===== config.mk =====
export PLATFORM = sky130hd
export DESIGN_NAME = for_loop_step_ctrl
export DESIGN_NICKNAME = d
export VERILOG_FILES = /design/src/rtl/for_loop_step_ctrl.sv
export SDC_FILE = /design/constraint.sdc
export NUM_CORES = 1
export LEC_CHECK = 0
export ABC_CLOCK_PERIOD_IN_PS = 1300
export BUFFER_PORTS_ARGS = -buffer_cell sky130_fd_sc_hd__buf_2
export CAP_MARGIN = 10
export CORE_ASPECT_RATIO = 0.75
export CORE_UTILIZATION = 47
export CTS_CLUSTER_SIZE = 12
export DETAILED_ROUTE_END_ITERATION = 10
export GPL_ROUTABILITY_DRIVEN = 0
export PLACE_DENSITY_LB_ADDON = 0.25
export SLEW_MARGIN = 40
export SYNTH_ARGS = -nofsm -noshare
export SYNTH_HDL_FRONTEND = slang
export SYNTH_SLANG_ARGS = --single-unit

===== constraint.sdc =====
create_clock -name clk_i -period 1.3 [get_ports clk_i]
set_input_delay 0.13 -clock clk_i [delete_from_list [all_inputs] [get_ports clk_i]]
set_output_delay 0.13 -clock clk_i [all_outputs]
set_load 0.05 [all_outputs]

===== src/rtl/for_loop_step_ctrl.sv =====
// Loop-body sequencer for the forLoop iteration counter.
// Runs one body per iteration index through a start/done handshake with the
// compute pipeline, pulses the counter step after each body, and drops the
// counter enable after the last step so the counter rewinds to j=1.
module for_loop_step_ctrl #(
    parameter int jW = 5
) (
    input  logic          clk_i,
    input  logic          rst_n_i,
    input  logic          en_i,
    input  logic          start_i,
    input  logic [jW-1:0] n_iter_i,
    input  logic [jW-1:0] j_in_i,
    input  logic          j_valid_i,
    output logic          cnt_en_o,
    output logic          step_o,
    output logic          body_start_o,
    output logic [jW-1:0] body_idx_o,
    input  logic          body_done_i,
    output logic          busy_o,
    output logic          loop_done_o,
    output logic          idx_err_o
);

    typedef enum logic [2:0] {
        S_IDLE,
        S_ARM,
        S_ISSUE,
        S_WAIT_BODY,
        S_STEP,
        S_SETTLE,
        S_DONE
    } state_t;

    state_t        state_q, state_d;
    logic [jW-1:0] count_q, count_d;
    logic [jW-1:0] n_q, n_d;
    logic          cnt_en_q, cnt_en_d;
    logic          idx_err_q, idx_err_d;
    logic          step_q, body_start_q, busy_q, loop_done_q;
    logic [jW-1:0] body_idx_q;

    // Next-state logic; the last STEP exits before the increment so count never wraps.
    always_comb begin
        state_d   = state_q;
        count_d   = count_q;
        n_d       = n_q;
        cnt_en_d  = cnt_en_q;
        idx_err_d = idx_err_q;
        case (state_q)
            S_IDLE: begin
                if (start_i) begin
                    idx_err_d = 1'b0;
                    if (n_iter_i != '0) begin
                        state_d  = S_ARM;
                        cnt_en_d = 1'b1;
                        n_d      = n_iter_i;
                        count_d  = jW'(1);
                    end else begin
                        state_d = S_DONE;
                    end
                end
            end
            S_ARM: begin
                if (j_valid_i) state_d = S_ISSUE;
            end
            S_ISSUE: begin
                if (j_in_i != count_q) idx_err_d = 1'b1;
                state_d = S_WAIT_BODY;
            end
            S_WAIT_BODY: begin
                if (body_done_i) state_d = S_STEP;
            end
            S_STEP: begin
                if (count_q == n_q) begin
                    state_d  = S_DONE;
                    cnt_en_d = 1'b0;
                end else begin
                    count_d = count_q + jW'(1);
                    state_d = S_SETTLE;
                end
            end
            S_SETTLE: begin
                state_d = S_ISSUE;
            end
            S_DONE: begin
                cnt_en_d = 1'b0;
                state_d  = S_IDLE;
            end
            default: begin
                state_d  = S_IDLE;
                cnt_en_d = 1'b0;
            end
        endcase
    end

    // State and registered outputs; reset and en=0 both abort to IDLE.
    always_ff @(posedge clk_i) begin
        if (!rst_n_i || !en_i) begin
            state_q      <= S_IDLE;
            count_q      <= jW'(1);
            n_q          <= '0;
            cnt_en_q     <= 1'b0;
            idx_err_q    <= 1'b0;
            step_q       <= 1'b0;
            body_start_q <= 1'b0;
            body_idx_q   <= '0;
            busy_q       <= 1'b0;
            loop_done_q  <= 1'b0;
        end else begin
            state_q      <= state_d;
            count_q      <= count_d;
            n_q          <= n_d;
            cnt_en_q     <= cnt_en_d;
            idx_err_q    <= idx_err_d;
            step_q       <= (state_d == S_STEP);
            body_start_q <= (state_d == S_ISSUE);
            if (state_d == S_ISSUE) body_idx_q <= count_d;
            busy_q       <= (state_d != S_IDLE);
            loop_done_q  <= (state_q == S_DONE);
        end
    end

    assign cnt_en_o     = cnt_en_q;
    assign step_o       = step_q;
    assign body_start_o = body_start_q;
    assign body_idx_o   = body_idx_q;
    assign busy_o       = busy_q;
    assign loop_done_o  = loop_done_q;
    assign idx_err_o    = idx_err_q;

endmodule

== Yosys cells after proc, flatten, opt, wreduce, memory -nomap -nowiden ==
Index checks and enable logic that the tools add are counted.
Cells by class
  add/subtract/negate cells: 1
  equal/unequal tests: 14
  muxes and demuxes: 17
  reduce and logical (&&, ||, !) cells: 11
  bitwise operators: 1
Operators with widths (count)
  $pmux W3 S6: 1
  $mux W5: 3
  $eq A3 B3 Y1 const B: 4
  $mux W3: 4
  $pmux W5 S2: 1
  $eq A3 B2 Y1 const B: 3
  $ne A2 B2 Y1 const B: 4
  $reduce_and A3 Y1: 2
  $add A5 B1 Y5 const B: 1
  $eq A5 B5 Y1: 1
  $mux W1: 5
  $ne A5 B5 Y1: 1
  $reduce_bool A5 Y1: 1
  $reduce_and A4 Y1: 1
  $reduce_or A4 Y1: 1
  $eq A3 B1 Y1 const B: 1
  $logic_not A3 Y1: 1
  $pmux W1 S3: 1
  $reduce_bool A3 Y1: 1
  $logic_not A1 Y1: 2
  $mux W2: 1
  $pmux W1 S2: 1
  $reduce_bool A2 Y1: 1
  $logic_or A1 B1 Y1: 1
  $not A1 Y1: 1
Storage, ports and cells
  input port bits: 16
  output and inout port bits: 11
  register bits after elaboration: 24

== Depth between registers and ports, before layout ==
  word-level depth: 5
  mapped depth: 6
  depth with buffers taken out: 6

== Worst setup path before layout ==
Ideal clock, no wire load.
  path type: register to register
  from: reg state_q[1]
  to: reg step_q, in the netlist step_o
  arrival time: 1.364 ns
  path buffers: 1
  setup time: 0.065 ns
  cell stages (with the launch flop): 6
  slack: -0.130 ns
  path through: dfxtp_1 buf_6 nor4b_4 nand3_2 a221o_1 nor2b_1
On the way
  cells in the longest elaborated chain, start to end: 3
  elaborated cells on any way between the ends: 11
RTL lines
  start: declaration: line 35  | state_t state_q, state_d;
  start signal: assignment: line 111  | state_q <= state_d;
  $eq A3 B3 Y1, or another cell as far along: line 50  | case (state_q)
  $pmux W3 S6 (*): line 50
  $eq A3 B3 Y1 (*): line 116  | step_q <= (state_d == S_STEP);
  end signal: assignment: line 116
  end: declaration: line 40  | logic step_q, body_start_q, busy_q, loop_done_q;
Mark *: on every way between the ends. The rest lies on a longest branch, timed or not.
A chain may end at the register's enable or synchronous reset.

== Final worst setup path ==
  from: reg count_q[3]
  to: reg count_q[0]
On the way
  cells in the longest elaborated chain, start to end: 3
RTL lines
  start: declaration: line 36  | logic [jW-1:0] count_q, count_d;
  start signal: assignment: line 101  | count_q <= jW'(1);
  start signal: assignment: line 112  | count_q <= count_d;
  $eq A5 B5 Y1: line 75  | if (count_q == n_q) begin
  $mux W5: line 75
  $pmux W5 S2: line 50
No other way between the ends.

==> flow_summary.toml <==
[run_status]
status = "finished, violations left"
violations = "setup timing"

[final_layout]
fin_cells = 227
num_antenna_cells = 0
layout_commonest_cell = "buf_4"
layout_common_cells = "30 x buf_4, 26 x buf_2, 12 x dfxtp_1"
drive_gt1_share_pct = 54.92
nNetsFinal = 211
utilization_pct = 79.41
synthToLayoutAreaGrowth_pct = 57.57

[worst_setup_path]
critPathTopFamily = "XOR/XNOR gates"
crit_required_ns = 1.52
r2r-start = "count_q[3]$_SDFF_PP0_"
cp_num_buf_inv = 0
critPathMaxFanout = 3
worst_setup_path_end_kind = "flip-flop"
worstRegToRegCells = 5
regToRegSetupSlack_ns = -0.20
start_kind = "flip-flop"
cpMaxStageDelayCell = "dfxtp_2"
crit_arrival_ns = 1.72
path_cells = "xnor2_2 -> nand4_1 -> o21ai_2 -> xor2_1 -> nand2b_1"
slowest_delay_ns = 0.36
path_class = "flip-flop to flip-flop"
reg2reg_to = "count_q[0]$_SDFF_PP1_"

[drt]
drtIter0Drc = 120
routedWlPerCell_um = 17.22
vias = 1279
via_per_inst = 5.634
totalWireLength_mm = 3.908
dr.pass1.iters = 4
ant_nets = 0
drc = 0

[synthesis]
synth-compound-area-share_pct = 16.72
synth-edff-count = 0
netlist_area_sq_um = 1182
synthMuxAreaShare_pct = 2.540
ys_ff_latch = 24
syn_inst = 136
async_reset_ff_share_pct = 0
synthSimpleGateAreaFrac_pct = 26.35
synth_fp_nets = 153
synth.yosys.warnings = 0
synth_cell_types = 40
synth_adder_area_share_pct = 1.058
synth_top_family_by_area = "simple AND/OR/NAND/NOR gates"
yosys_most_used_dff = "dfxtp_1"
synthXorXnorAreaFrac_pct = 8.148
yosysSeqAreaShare_pct = 40.63
syn_avg_cell_area_sq_um = 8.694

[place]
numPortBuffers = 26
dpl.hpwl_mm = 2.478
placed_cells = 215

[clock_network]
root_buffer = "clkbuf_4"
cts_tree = "yes"
path_clk_slew_ns = 0.14
clock_path_buffers = 2
htree_levels = 1
cts_buffers = 3
cts.sinks = 24
insertion_delay_ns = 0.32

[timing]
fmax_mhz = 665.3
finalHoldViolCount = 0
setup_tns_ns = -1.998
finalWorstSetupSlack_ns = -0.2031
slew_headroom_pct = 74.38
maxSlewViolCount = 0
skew_ns = 0.005021
finalCriticalPeriod_ns = 1.503
worst_pin_slew_ns = 0.3834
post-route-period-util_pct = 115.6
rsz0062_at_grt = "true"
setup_viol = 20

[power_and_ir_drop]
ir_worst_vdd_v = 0.0009952
p_per_area_nw_per_um2 = 838.0
p_leak_uw = 0.0007596

[floorplan]
core_sq_um = 2346
ios = 27
dieWidth_um = 59.92
fp.dieArea_sq_um = 2722
num_rows = 15
fp.dieH_um = 45.44
start_util_pct = 50.40

[flow_run]
maxCapViolations = 0

[hold_path]
hold_path_depth = 3
hold_path_end = "n_q[1]$_SDFFE_PP0P_"
hold_start = "n_iter_i[1]"
hp-class = "primary input to flip-flop"

[global_routing]
grt_start_max_net_pins = 15
gr-usage-all-layers_pct = 27.94
grt_pass1_wl_mm = 5.499
antenna_found_initial = 0
grt_pass1_vias = 1181
grt_overflow = 0
[flip-flops by register name (all words and copies together), names as in the netlist]
register	flops
body_idx_o	5
body_start_o	1
step_o	1
state_q	3
idx_err_o	1
n_q	5
count_q	5
cnt_en_o	1
loop_done_o	1
busy_o	1
[cell usage after synthesis, drive strengths merged (3+ instances only)]
master   n  area (sq um)
clkbuf   5         21.27
nand2b   3         18.77
xor2     5         43.79
dfxtp   24         480.5
o21ai    5         25.02
nand2   14         52.55
a31oi    4         25.02
nand3    6         35.03
nor2    12         47.55
buf      4         25.02
xnor2    6         52.55
nor3b    3         27.52
a21oi    9         45.04
mux2i    3         30.03
nor3     6         30.03
[tightest hold or removal path, cell delays in order]
cell and delay [ns]:
buf_2 0.11, nand2_1 0.07, a21oi_2 0.05
[final cells by class]
type                       count  area [sq um]
inverter                       2         7.507
clock inverter                 1         30.03
multi-input combinational    101         820.8
clock buffer                   3         22.52
timing repair buffer          62         431.7
tap                           34         42.54
sequential                    24         508.0
fill                         153         483.0
[worst max-delay path by stage]
stage	startpoint	end	slack [ns]	cells past startpoint
after floorplan	state_q[1]$_SDFF_PP0_	step_o$_SDFF_PP0_	-0.13	5
after detailed placement	state_q[2]$_SDFF_PP0_	n_q[2]$_SDFFE_PP0P_	-0.16	5
final	count_q[3]$_SDFF_PP0_	count_q[0]$_SDFF_PP1_	-0.20	5
after CTS	state_q[1]$_SDFF_PP0_	step_o$_SDFF_PP0_	-0.13	4
after global placement	state_q[2]$_SDFF_PP0_	n_q[0]$_SDFFE_PP0P_	-0.09	5
after global routing	count_q[3]$_SDFF_PP0_	count_q[0]$_SDFF_PP1_	-0.24	5
[per-layer routing]
layer	wire length (um)	up-vias	GRT usage [%]
met5	0	-	0
met1	1561	597	36.75
met3	356	4	6.250
met4	21	0	8.372
li1	-	604	-
met2	1969	74	46.22
[cell families (layout without fill, tap and decap cells)]
kind of cell | count (synthesis) | after routing
and+or+nand+nor | 55 | 55
AOI/OAI and AO/OA | 31 | 31
DFF | 24 | 24
xor gates and xnor gates | 11 | 11
buffers and inverters | 11 | 68
muxes | 3 | 3
adders and majority gates | 1 | 1
[what timing repair did]
item | 4_1_cts | 5_1_grt
pin swaps | 8 | 26
setup endpoints to repair | 19 | 22
resized for setup | 17 | 39
hold buffers | 0 | 0
setup buffers | 3 | 7
[power by group]
part	switching, uW	internal [uW]	leakage, uW	total [uW]
registers	12.3	741	0.000201	753
clock network	230	312	0.0000279	542
logic	144	122	0.000531	266
[through the flow]
step           hold WS, ns  power [uW]  setup WS [ns]  cell area, sq um
2_1_floorplan       0.2660       880.2        -0.1298              1196
3_3_place_gp        0.3915       965.4       -0.09495              1536
3_5_place_dp        0.4005       971.9        -0.1626              1536
4_1_cts            0.04489        1528        -0.1273              1668
5_1_grt            0.04601        1618        -0.2408              1863
6_report           0.05129        1561        -0.2031              1863
(Power assumes the default switching activity.)
